$ cat config.mk
export PLATFORM = sky130hd
export DESIGN_NAME = dice_roller
export DESIGN_NICKNAME = d
export VERILOG_FILES = /design/src/rtl/dice_roller.sv
export SDC_FILE = /design/constraint.sdc
export NUM_CORES = 1
export LEC_CHECK = 0
export CAP_MARGIN = 10
export CORE_ASPECT_RATIO = 0.8
export CORE_MARGIN = 2
export CORE_UTILIZATION = 25
export CTS_CLUSTER_DIAMETER = 200
export CTS_CLUSTER_SIZE = 30
export DETAILED_ROUTE_END_ITERATION = 12
export PLACE_DENSITY = 0.48
export SLEW_MARGIN = 20
export SYNTH_ARGS = -nofsm -noshare
export SYNTH_HDL_FRONTEND = slang
export SYNTH_SLANG_ARGS = --single-unit
export TNS_END_PERCENT = 10
$ cat constraint.sdc
create_clock -name clk -period 4.2 [get_ports clk]
set_input_delay 0.84 -clock clk [delete_from_list [all_inputs] [get_ports clk]]
set_output_delay 0.84 -clock clk [all_outputs]
set_load 0.01 [all_outputs]
$ cat src/rtl/dice_roller.sv
// -----------------------------------------------------------------------------
// dice_roller
//
// Dice datapath and button front end for the dice game controller.
//   * Conditions the raw roll pushbutton into a clean debounced level (rb).
//   * Advances two cascaded 1..6 dice counters while the controller holds roll.
//   * On the falling edge of roll, registers die1+die2 onto sum and pulses
//     sum_valid for one cycle.
//
// Parameters:
//   DEBOUNCE_CYCLES  consecutive cycles the synchronized button must differ
//                    from rb before rb follows it (1..255).
//
// Ports:
//   clk        in   1  single clock, rising-edge active
//   reset      in   1  asynchronous, active-high reset
//   btn        in   1  raw pushbutton, asynchronous to clk, may bounce
//   roll       in   1  roll command; dice advance while high
//   rb         out  1  debounced button level
//   die1       out  3  first die value, 1..6
//   die2       out  3  second die value, 1..6
//   sum        out  4  registered die1+die2 (2..12), 0 only after reset
//   sum_valid  out  1  one-cycle pulse when sum is updated
// -----------------------------------------------------------------------------
module dice_roller #(
   parameter int DEBOUNCE_CYCLES = 4
) (
   input  logic       clk,
   input  logic       reset,
   input  logic       btn,
   input  logic       roll,
   output logic       rb,
   output logic [2:0] die1,
   output logic [2:0] die2,
   output logic [3:0] sum,
   output logic       sum_valid
);

   // Counter is wide enough for the full legal parameter range (1..255).
   localparam int         CNT_W    = 8;
   localparam logic [7:0] CNT_LAST = 8'(DEBOUNCE_CYCLES - 1);

   // Next value of a single die. Anything that is not 1..5 (i.e. 6, or the
   // illegal codes 0 and 7) wraps to 1, so a corrupted die recovers on the
   // next advance.
   function automatic logic [2:0] die_next(input logic [2:0] d);
      if ((d >= 3'd6) || (d == 3'd0)) begin
         return 3'd1;
      end
      return d + 3'd1;
   endfunction

   // Dice total widened to 4 bits; 6+6=12 fits, so no saturation is needed.
   function automatic logic [3:0] dice_total(input logic [2:0] a,
                                             input logic [2:0] b);
      return {1'b0, a} + {1'b0, b};
   endfunction

   logic             r_btn_p0;
   logic             r_btn_p1;
   logic [CNT_W-1:0] r_db_cnt;
   logic             r_rb;
   logic [2:0]       r_die1;
   logic [2:0]       r_die2;
   logic             r_roll_d;
   logic [3:0]       r_sum;
   logic             r_sum_valid;

   logic             w_btn_s;
   logic [2:0]       w_die1_nxt;
   logic [2:0]       w_die2_nxt;
   logic             w_die1_wrap;
   logic             w_roll_fall;
   logic [3:0]       w_sum_nxt;

   // ---- stage p0/p1: two-flop synchronizer for the asynchronous button ----
   always_ff @(posedge clk or posedge reset) begin
      if (reset) begin
         r_btn_p0 <= 1'b0;
         r_btn_p1 <= 1'b0;
      end else begin
         r_btn_p0 <= btn;
         r_btn_p1 <= r_btn_p0;
      end
   end

   assign w_btn_s = r_btn_p1;

   // ---- debounce: rb follows btn_s only after a run of disagreeing cycles ----
   // Any single agreeing cycle clears the run, so bounces shorter than
   // DEBOUNCE_CYCLES never reach rb.
   always_ff @(posedge clk or posedge reset) begin
      if (reset) begin
         r_db_cnt <= '0;
         r_rb     <= 1'b0;
      end else if (w_btn_s == r_rb) begin
         r_db_cnt <= '0;
      end else if (r_db_cnt == CNT_LAST) begin
         r_rb     <= w_btn_s;
         r_db_cnt <= '0;
      end else begin
         r_db_cnt <= r_db_cnt + 1'b1;
      end
   end

   // ---- dice counters: die2 advances only when die1 wraps from 6 ----
   assign w_die1_nxt  = die_next(r_die1);
   assign w_die2_nxt  = die_next(r_die2);
   assign w_die1_wrap = (r_die1 == 3'd6);

   always_ff @(posedge clk or posedge reset) begin
      if (reset) begin
         r_die1 <= 3'd1;
         r_die2 <= 3'd1;
      end else if (roll) begin
         r_die1 <= w_die1_nxt;
         if (w_die1_wrap) begin
            r_die2 <= w_die2_nxt;
         end
      end
   end

   // ---- result capture on the falling edge of roll ----
   // The dice hold on the same edge (roll is 0), so the total seen here is
   // exactly the value left after the last advance.
   assign w_roll_fall = r_roll_d & ~roll;
   assign w_sum_nxt   = dice_total(r_die1, r_die2);

   always_ff @(posedge clk or posedge reset) begin
      if (reset) begin
         r_roll_d    <= 1'b0;
         r_sum       <= 4'd0;
         r_sum_valid <= 1'b0;
      end else begin
         r_roll_d    <= roll;
         r_sum_valid <= w_roll_fall;
         if (w_roll_fall) begin
            r_sum <= w_sum_nxt;
         end
      end
   end

   assign rb        = r_rb;
   assign die1      = r_die1;
   assign die2      = r_die2;
   assign sum       = r_sum;
   assign sum_valid = r_sum_valid;

endmodule

==> results.py, run 1 <==
metrics = {
    "yosys": {
        "synth_cells": 109,
        "syn-num-nets": 125,
        "synth.area.mux_share": 0.01846,
        "synth-simple-area-share": 0.1574,
        "synthAdderAreaFrac": 0.1368,
        "synth_compound_area_frac": 0.1140,
        "ys_types": 28,
        "synth_area_um2": 1152,
        "synth_xor_area_frac": 0.03800,
        "ys_seq_area_frac": 0.5016,
        "synth_top_family_by_area": "simple AND/OR/NAND/NOR gates",
        "yosys_warnings": 0,
        "synth_area_per_cell_um2": 10.57,
        "ys_seq_elements": 23,
    },
    "routing": {
        "drt-vias-per-instance": 4.278,
        "firstDrtPassIters": 4,
        "ant_nets": 0,
        "vias": 800,
        "wl_per_cell_um": 11.17,
        "wl_um": 2088,
        "drcViolationCount": 0,
        "first_iter_violations": 30,
    },
    "timing": {
        "setup_viol": 0,
        "worst_pin_slew_ps": 886.0,
        "fin_tns_setup_ps": 0,
        "finalWorstPathRequiredPeriod_ps": 2244,
        "worst_slew_margin_rel": 0.4087,
        "fin_worst_skew_ps": 1.252,
        "rsz0062_at_grt": "false",
        "finalHoldViolCount": 0,
        "fmax_mhz": 445.6,
        "slew_viol_final": 0,
        "period_share": 0.5343,
    },
    "pwr": {
        "power.internal_uw": 509.9,
        "power_frac_seq": 0.442,
        "power_leakage_nw": 0.6398,
        "swShare": 0.3600,
        "p_sw_uw": 286.9,
        "power.density_nw_per_um2": 562.1,
        "ir_drop_v": 0.0001385,
        "power_frac_comb": 0.389,
        "p_clk_frac": 0.169,
    },
    "global_route": {
        "grt_max_degree": 24,
        "grt_pass1_wl_um": 3726,
        "grt.overflow.total": 0,
        "first_global_vias": 847,
        "antenna_found_initial": 0,
        "grt.total_usage": 0.09056,
    },
    "placed_design": {
        "gp_routability_congestion": 0.7738,
        "io_buffers": 15,
        "dp_hpwl_um": 1614,
        "placed_cell_area_um2": 1373,
    },
    "cells_and_area": {
        "nFillCells": 463,
        "fin_nets": 144,
        "design_area_um2": 1418,
        "drive_above_1_share": 0.08661,
        "syn_to_final_growth_pct": 23.02,
        "layout_commonest_cell": "dfrtp_1",
        "final_cell_mix": "21 x dfrtp_1, 15 x clkdlybuf4s50_1, 11 x nand2_1, 11 x ha_1, 10 x nor2_1",
        "antenna_cells": 0,
    },
    "critical_path": {
        "required_ps": 3360,
        "cp_max_fo": 5,
        "worst-path-buf-inv": 1,
        "start_kind": "flop",
        "worst_setup_path_end_kind": "output port",
        "r2r_cells": 5,
        "cp_data_arrival_time_ps": 1400,
        "cpPeakStageDelay_ps": 600,
        "crit_family": "flip-flops",
        "critPathSlowestCell": "dfstp_2",
        "worstPathCellList": "clkdlybuf4s50_1",
        "crit_type": "reg -> out",
        "path_depth": 1,
    },
    "run": {
        "drv_cap": 0,
    },
    "clock_tree": {
        "ctsResizeCount": 0,
        "clk_path_buf_depth": 2,
        "clockRootBuffer": "clkbuf_8",
        "cts.sinks": 23,
        "cts_htree_levels": 1,
        "path_clk_slew_ps": 80,
        "hold_buffers": 0,
        "worstSkewPairLatency_ps": 260,
        "cts_tree": "built",
        "postCtsSetupRepairBufs": 0,
        "cts_buffers": 3,
    },
    "die": {
        "rows": 22,
        "ioPinCount": 16,
        "die_y_um": 64.73,
        "design.die.area_um2": 5172,
        "die_x_um": 79.91,
        "coreArea_um2": 4514,
        "initial_core_util": 0.2553,
    },
    "worst_hold_path": {
        "worstHoldPathType": "reg -> reg",
        "min_path_cells": 0,
    },
    "run_status": {
        "status": "completed",
    },
}
## power groups by stage
stage                     clock network [mW]  registers [mW]  logic (mW)
final                                  0.135           0.352       0.310
after detailed placement                   0           0.356       0.314
after global routing                   0.151           0.361       0.356
after CTS                              0.140           0.352       0.317
after floorplan                            0           0.359       0.168
after global placement                     0           0.354       0.308
## kinds of logic after synthesis
kind of cell    count (synthesis)
compound gates                 21
flops                          23
xor+xnor                        5
buf+inv                        10
mux                             2
simple gates                   36
fa+ha+maj                      12
## synth_stat cells
| library cell | n | area (um^2) |
|---|---|---|
| fa_1 | 1 | 20.02 |
| a21oi_2 | 1 | 8.760 |
| inv_1 | 9 | 33.78 |
| mux2_2 | 1 | 11.26 |
| nor4b_2 | 1 | 15.01 |
| a21o_1 | 2 | 15.01 |
| dfstp_2 | 2 | 52.55 |
| xor2_1 | 3 | 26.28 |
| or3_1 | 3 | 18.77 |
| nor3b_1 | 1 | 7.510 |
| o22ai_1 | 1 | 6.260 |
| a21oi_1 | 5 | 25.02 |
| nor2_1 | 10 | 37.54 |
| nand2_1 | 11 | 41.29 |
| nand3b_1 | 1 | 7.510 |
| nand4_2 | 1 | 12.51 |
| o21ai_0 | 8 | 40.04 |
| mux2i_1 | 1 | 10.01 |
| xnor2_1 | 2 | 17.52 |
| o21ba_2 | 2 | 20.02 |
| nor3_1 | 2 | 10.01 |
| nand2b_1 | 1 | 6.260 |
| dfrtp_1 | 21 | 525.5 |
| clkbuf_2 | 1 | 5.000 |
| o31ai_1 | 1 | 7.510 |
| nand3_1 | 5 | 25.02 |
| ha_1 | 11 | 137.6 |
| a22o_1 | 1 | 8.760 |
## flip-flops by register name, summed over array words and instances, names as in the netlist
name,flops
rb,1
die1,3
die2,3
r_btn_p0,1
r_roll_d,1
sum_valid,1
r_btn_p1,1
r_db_cnt,8
sum,4
## metal layers
layer | GRT usage | routed length [um]
met1 | 0.1139 | 1063
met4 | 0.04025 | 30
met2 | 0.1510 | 961
met3 | 0.01671 | 33
met5 | 0 | 0
## area by class of cell
cell class	instances	area, um^2	share of cell area
clock buffers	4	45.04	0.03177
repair buffers	15	150.1	0.1059
flip-flops and latches	23	578.1	0.4078
multi-input cells	76	535.5	0.3778
inverters	9	33.78	0.02383
well taps	60	75.07	0.05296
## worst paths after layout
path	start	to	slack [ps]
min	r_btn_p0$_DFF_PP0_	r_btn_p1$_DFF_PP0_	360
max	die2[0]$_DFFE_PP1P_	die2[0]	1960
min in group asynchronous	reset	sum[3]$_DFFE_PP0P_	1070
max in group asynchronous	reset	r_btn_p1$_DFF_PP0_	2590
min reg2reg	r_btn_p0$_DFF_PP0_	r_btn_p1$_DFF_PP0_	360
max reg2reg	die1[0]$_DFFE_PP1P_	sum[2]$_DFFE_PP0P_	2620
## metrics by stage
| step | utilization | hold WS, ps | instances | power [mW] | worst slack, ps |
|---|---|---|---|---|---|
| final | 0.3140 | 361.0 | 187 | 0.7968 | 1956 |
| after global routing | 0.3140 | 367.4 | 187 | 0.8686 | 1906 |
| after CTS | 0.3140 | 364.0 | 187 | 0.8095 | 1944 |
| after detailed placement | 0.3040 | 345.0 | 183 | 0.6705 | 2044 |
| after global placement | 0.3040 | 336.6 | 183 | 0.6618 | 2103 |
| after floorplan | - | 331.2 | 109 | 0.5275 | 2634 |
Note: power is estimated with default switching activity, not from simulation.
==> run 2: changes to the inputs <==
==> constraint.sdc (replaced) <==
create_clock -name clk -period 2.3 [get_ports clk]
set_input_delay 0.46 -clock clk [delete_from_list [all_inputs] [get_ports clk]]
set_output_delay 0.46 -clock clk [all_outputs]
set_load 0.01 [all_outputs]
==> run 2 against run 1 <==
Sequential power rose by 82%. Die area did not move. Via count fell by 0.63%. Worst hold slack improved by 0.55 ps. Sequential share of layout area fell by 0.25 points. Register-to-register slack got worse by 1900 ps. Combinational power rose by 80%. First-iteration DRC count rose by 83%. Setup slack got worse by 1500 ps.
==> results.py, run 2 (synthesis gave the netlist of run 1 again) <==
metrics = {
    "placed_design": {
        "dp.cells": 184,
        "io_buffers": 15,
        "dp_hpwl_um": 1555,
        "gp_routability_congestion": 0.8061,
    },
    "clock_tree": {
        "cts.sinks": 23,
        "worstSkewPairLatency_ps": 260,
        "hold_buffers": 0,
        "cts_buffers": 3,
        "clockRootBuffer": "clkbuf_8",
        "path_clk_slew_ps": 90,
        "postCtsSetupRepairBufs": 0,
        "ctsResizeCount": 0,
        "cts_htree_levels": 1,
        "clk_path_buf_depth": 2,
        "cts_tree": "built",
    },
    "critical_path": {
        "crit_family": "flip-flops",
        "cp_data_arrival_time_ps": 1410,
        "critPathSlowestCell": "dfstp_2",
        "r2r_cells": 5,
        "crit_type": "reg -> out",
        "cpPeakStageDelay_ps": 590,
        "worst-path-buf-inv": 1,
        "worst_setup_path_end_kind": "output port",
        "start_kind": "flop",
        "worstPathCellList": "clkdlybuf4s50_1",
        "cp_max_fo": 6,
        "path_depth": 1,
        "required_ps": 1840,
    },
    "timing": {
        "fin_worst_skew_ps": 3.959,
        "slew_viol_final": 0,
        "setup_viol": 0,
        "worst_pin_slew_ps": 312.5,
        "worst_slew_margin_rel": 0.7901,
        "period_share": 0.8133,
        "fin_tns_setup_ps": 0,
        "rsz0062_at_grt": "false",
        "finalWorstPathRequiredPeriod_ps": 1871,
        "finalHoldViolCount": 0,
        "fmax_mhz": 534.6,
    },
    "cells_and_area": {
        "layout_commonest_cell": "dfrtp_1",
        "stdcell_count": 188,
        "top_register": "r_db_cnt",
        "final_cell_mix": "21 x dfrtp_1, 15 x clkdlybuf4s50_1, 11 x nand2_1, 11 x ha_1, 10 x nor2_1",
        "fin_nets": 145,
        "drive_above_1_share": 0.1016,
        "largest_reg_flops": 8,
        "syn_to_final_growth_pct": 23.78,
        "antenna_cells": 0,
        "nFillCells": 482,
    },
    "routing": {
        "vias": 795,
        "drt-vias-per-instance": 4.229,
        "first_iter_violations": 55,
        "wl_um": 2065,
        "wl_per_cell_um": 10.98,
        "firstDrtPassIters": 4,
        "drcViolationCount": 0,
        "ant_nets": 0,
    },
    "run_status": {
        "status": "completed",
    },
    "die": {
        "die_y_um": 64.73,
        "coreArea_um2": 4514,
        "die_x_um": 79.91,
        "initial_core_util": 0.2553,
        "design.die.area_um2": 5172,
        "rows": 22,
        "ioPinCount": 16,
    },
    "run": {
        "drv_cap": 0,
    },
    "pwr": {
        "power_leakage_nw": 0.6474,
        "power.density_nw_per_um2": 1019,
        "ir_drop_v": 0.0002632,
    },
    "global_route": {
        "grt.total_usage": 0.09263,
        "grt_max_degree": 24,
        "first_global_vias": 804,
        "grt.overflow.total": 0,
        "grt_pass1_wl_um": 3726,
        "antenna_found_initial": 0,
    },
    "worst_hold_path": {
        "worstHoldPathType": "reg -> reg",
        "min_path_cells": 0,
    },
}
[run 2: area by class of cell]
cell class / count / area (um^2) / share of cell area
Sequential cell: 23 / 578.1 / 0.4053
Clock inverter: 1 / 5.005 / 0.003509
Inverter: 9 / 33.78 / 0.02368
Clock buffer: 3 / 41.29 / 0.02895
Multi-Input combinational cell: 76 / 535.5 / 0.3754
Tap cell: 60 / 75.07 / 0.05263
Timing Repair Buffer: 16 / 157.7 / 0.1105
[run 2: stage by stage]
stage / util / area [um^2] / hold WS, ps / power [mW] / setup slack [ps]
2_1_floorplan: - / 1152 / 331.2 / 0.9632 / 788.2
3_3_place_gp: 0.3057 / 1380 / 337.4 / 1.207 / 587.6
3_5_place_dp: 0.3057 / 1380 / 343.4 / 1.216 / 509.7
4_1_cts: 0.3160 / 1426 / 362.8 / 1.479 / 413.2
5_1_grt: 0.3160 / 1426 / 366.3 / 1.596 / 362.0
6_report: 0.3160 / 1426 / 361.6 / 1.454 / 429.4
[run 2: final timing paths]
check                                         start                  end  slack, ps
max in group asynchronous                     reset  die1[0]$_DFFE_PP1P_       1480
worst min register to register   r_btn_p0$_DFF_PP0_   r_btn_p1$_DFF_PP0_        360
min in group asynchronous                     reset  sum_valid$_DFF_PP0_        540
worst max register to register  die2[0]$_DFFE_PP1P_   sum[2]$_DFFE_PP0P_        700
worst min-delay path             r_btn_p0$_DFF_PP0_   r_btn_p1$_DFF_PP0_        360
worst max-delay path            die1[0]$_DFFE_PP1P_              die1[0]        430
[run 2: power breakdown]
part | internal (mW) | total (mW) | leakage (nW) | switching, mW
logic | 0.294 | 0.559 | 0.328 | 0.265
clock network | 0.121 | 0.255 | 0.0255 | 0.135
registers | 0.513 | 0.639 | 0.294 | 0.126
total | 0.928 | 1.45 | 0.647 | 0.526
[run 2: per-layer routing]
| layer | vias to the layer above | track usage | share of wire |
|---|---|---|---|
| met4 | 0 | 0.04873 | 0.0092 |
| met5 | - | 0 | 0 |
| li1 | 405 | - | - |
| met3 | 2 | 0.01811 | 0.019 |
| met1 | 379 | 0.1278 | 0.50 |
| met2 | 9 | 0.1365 | 0.47 |
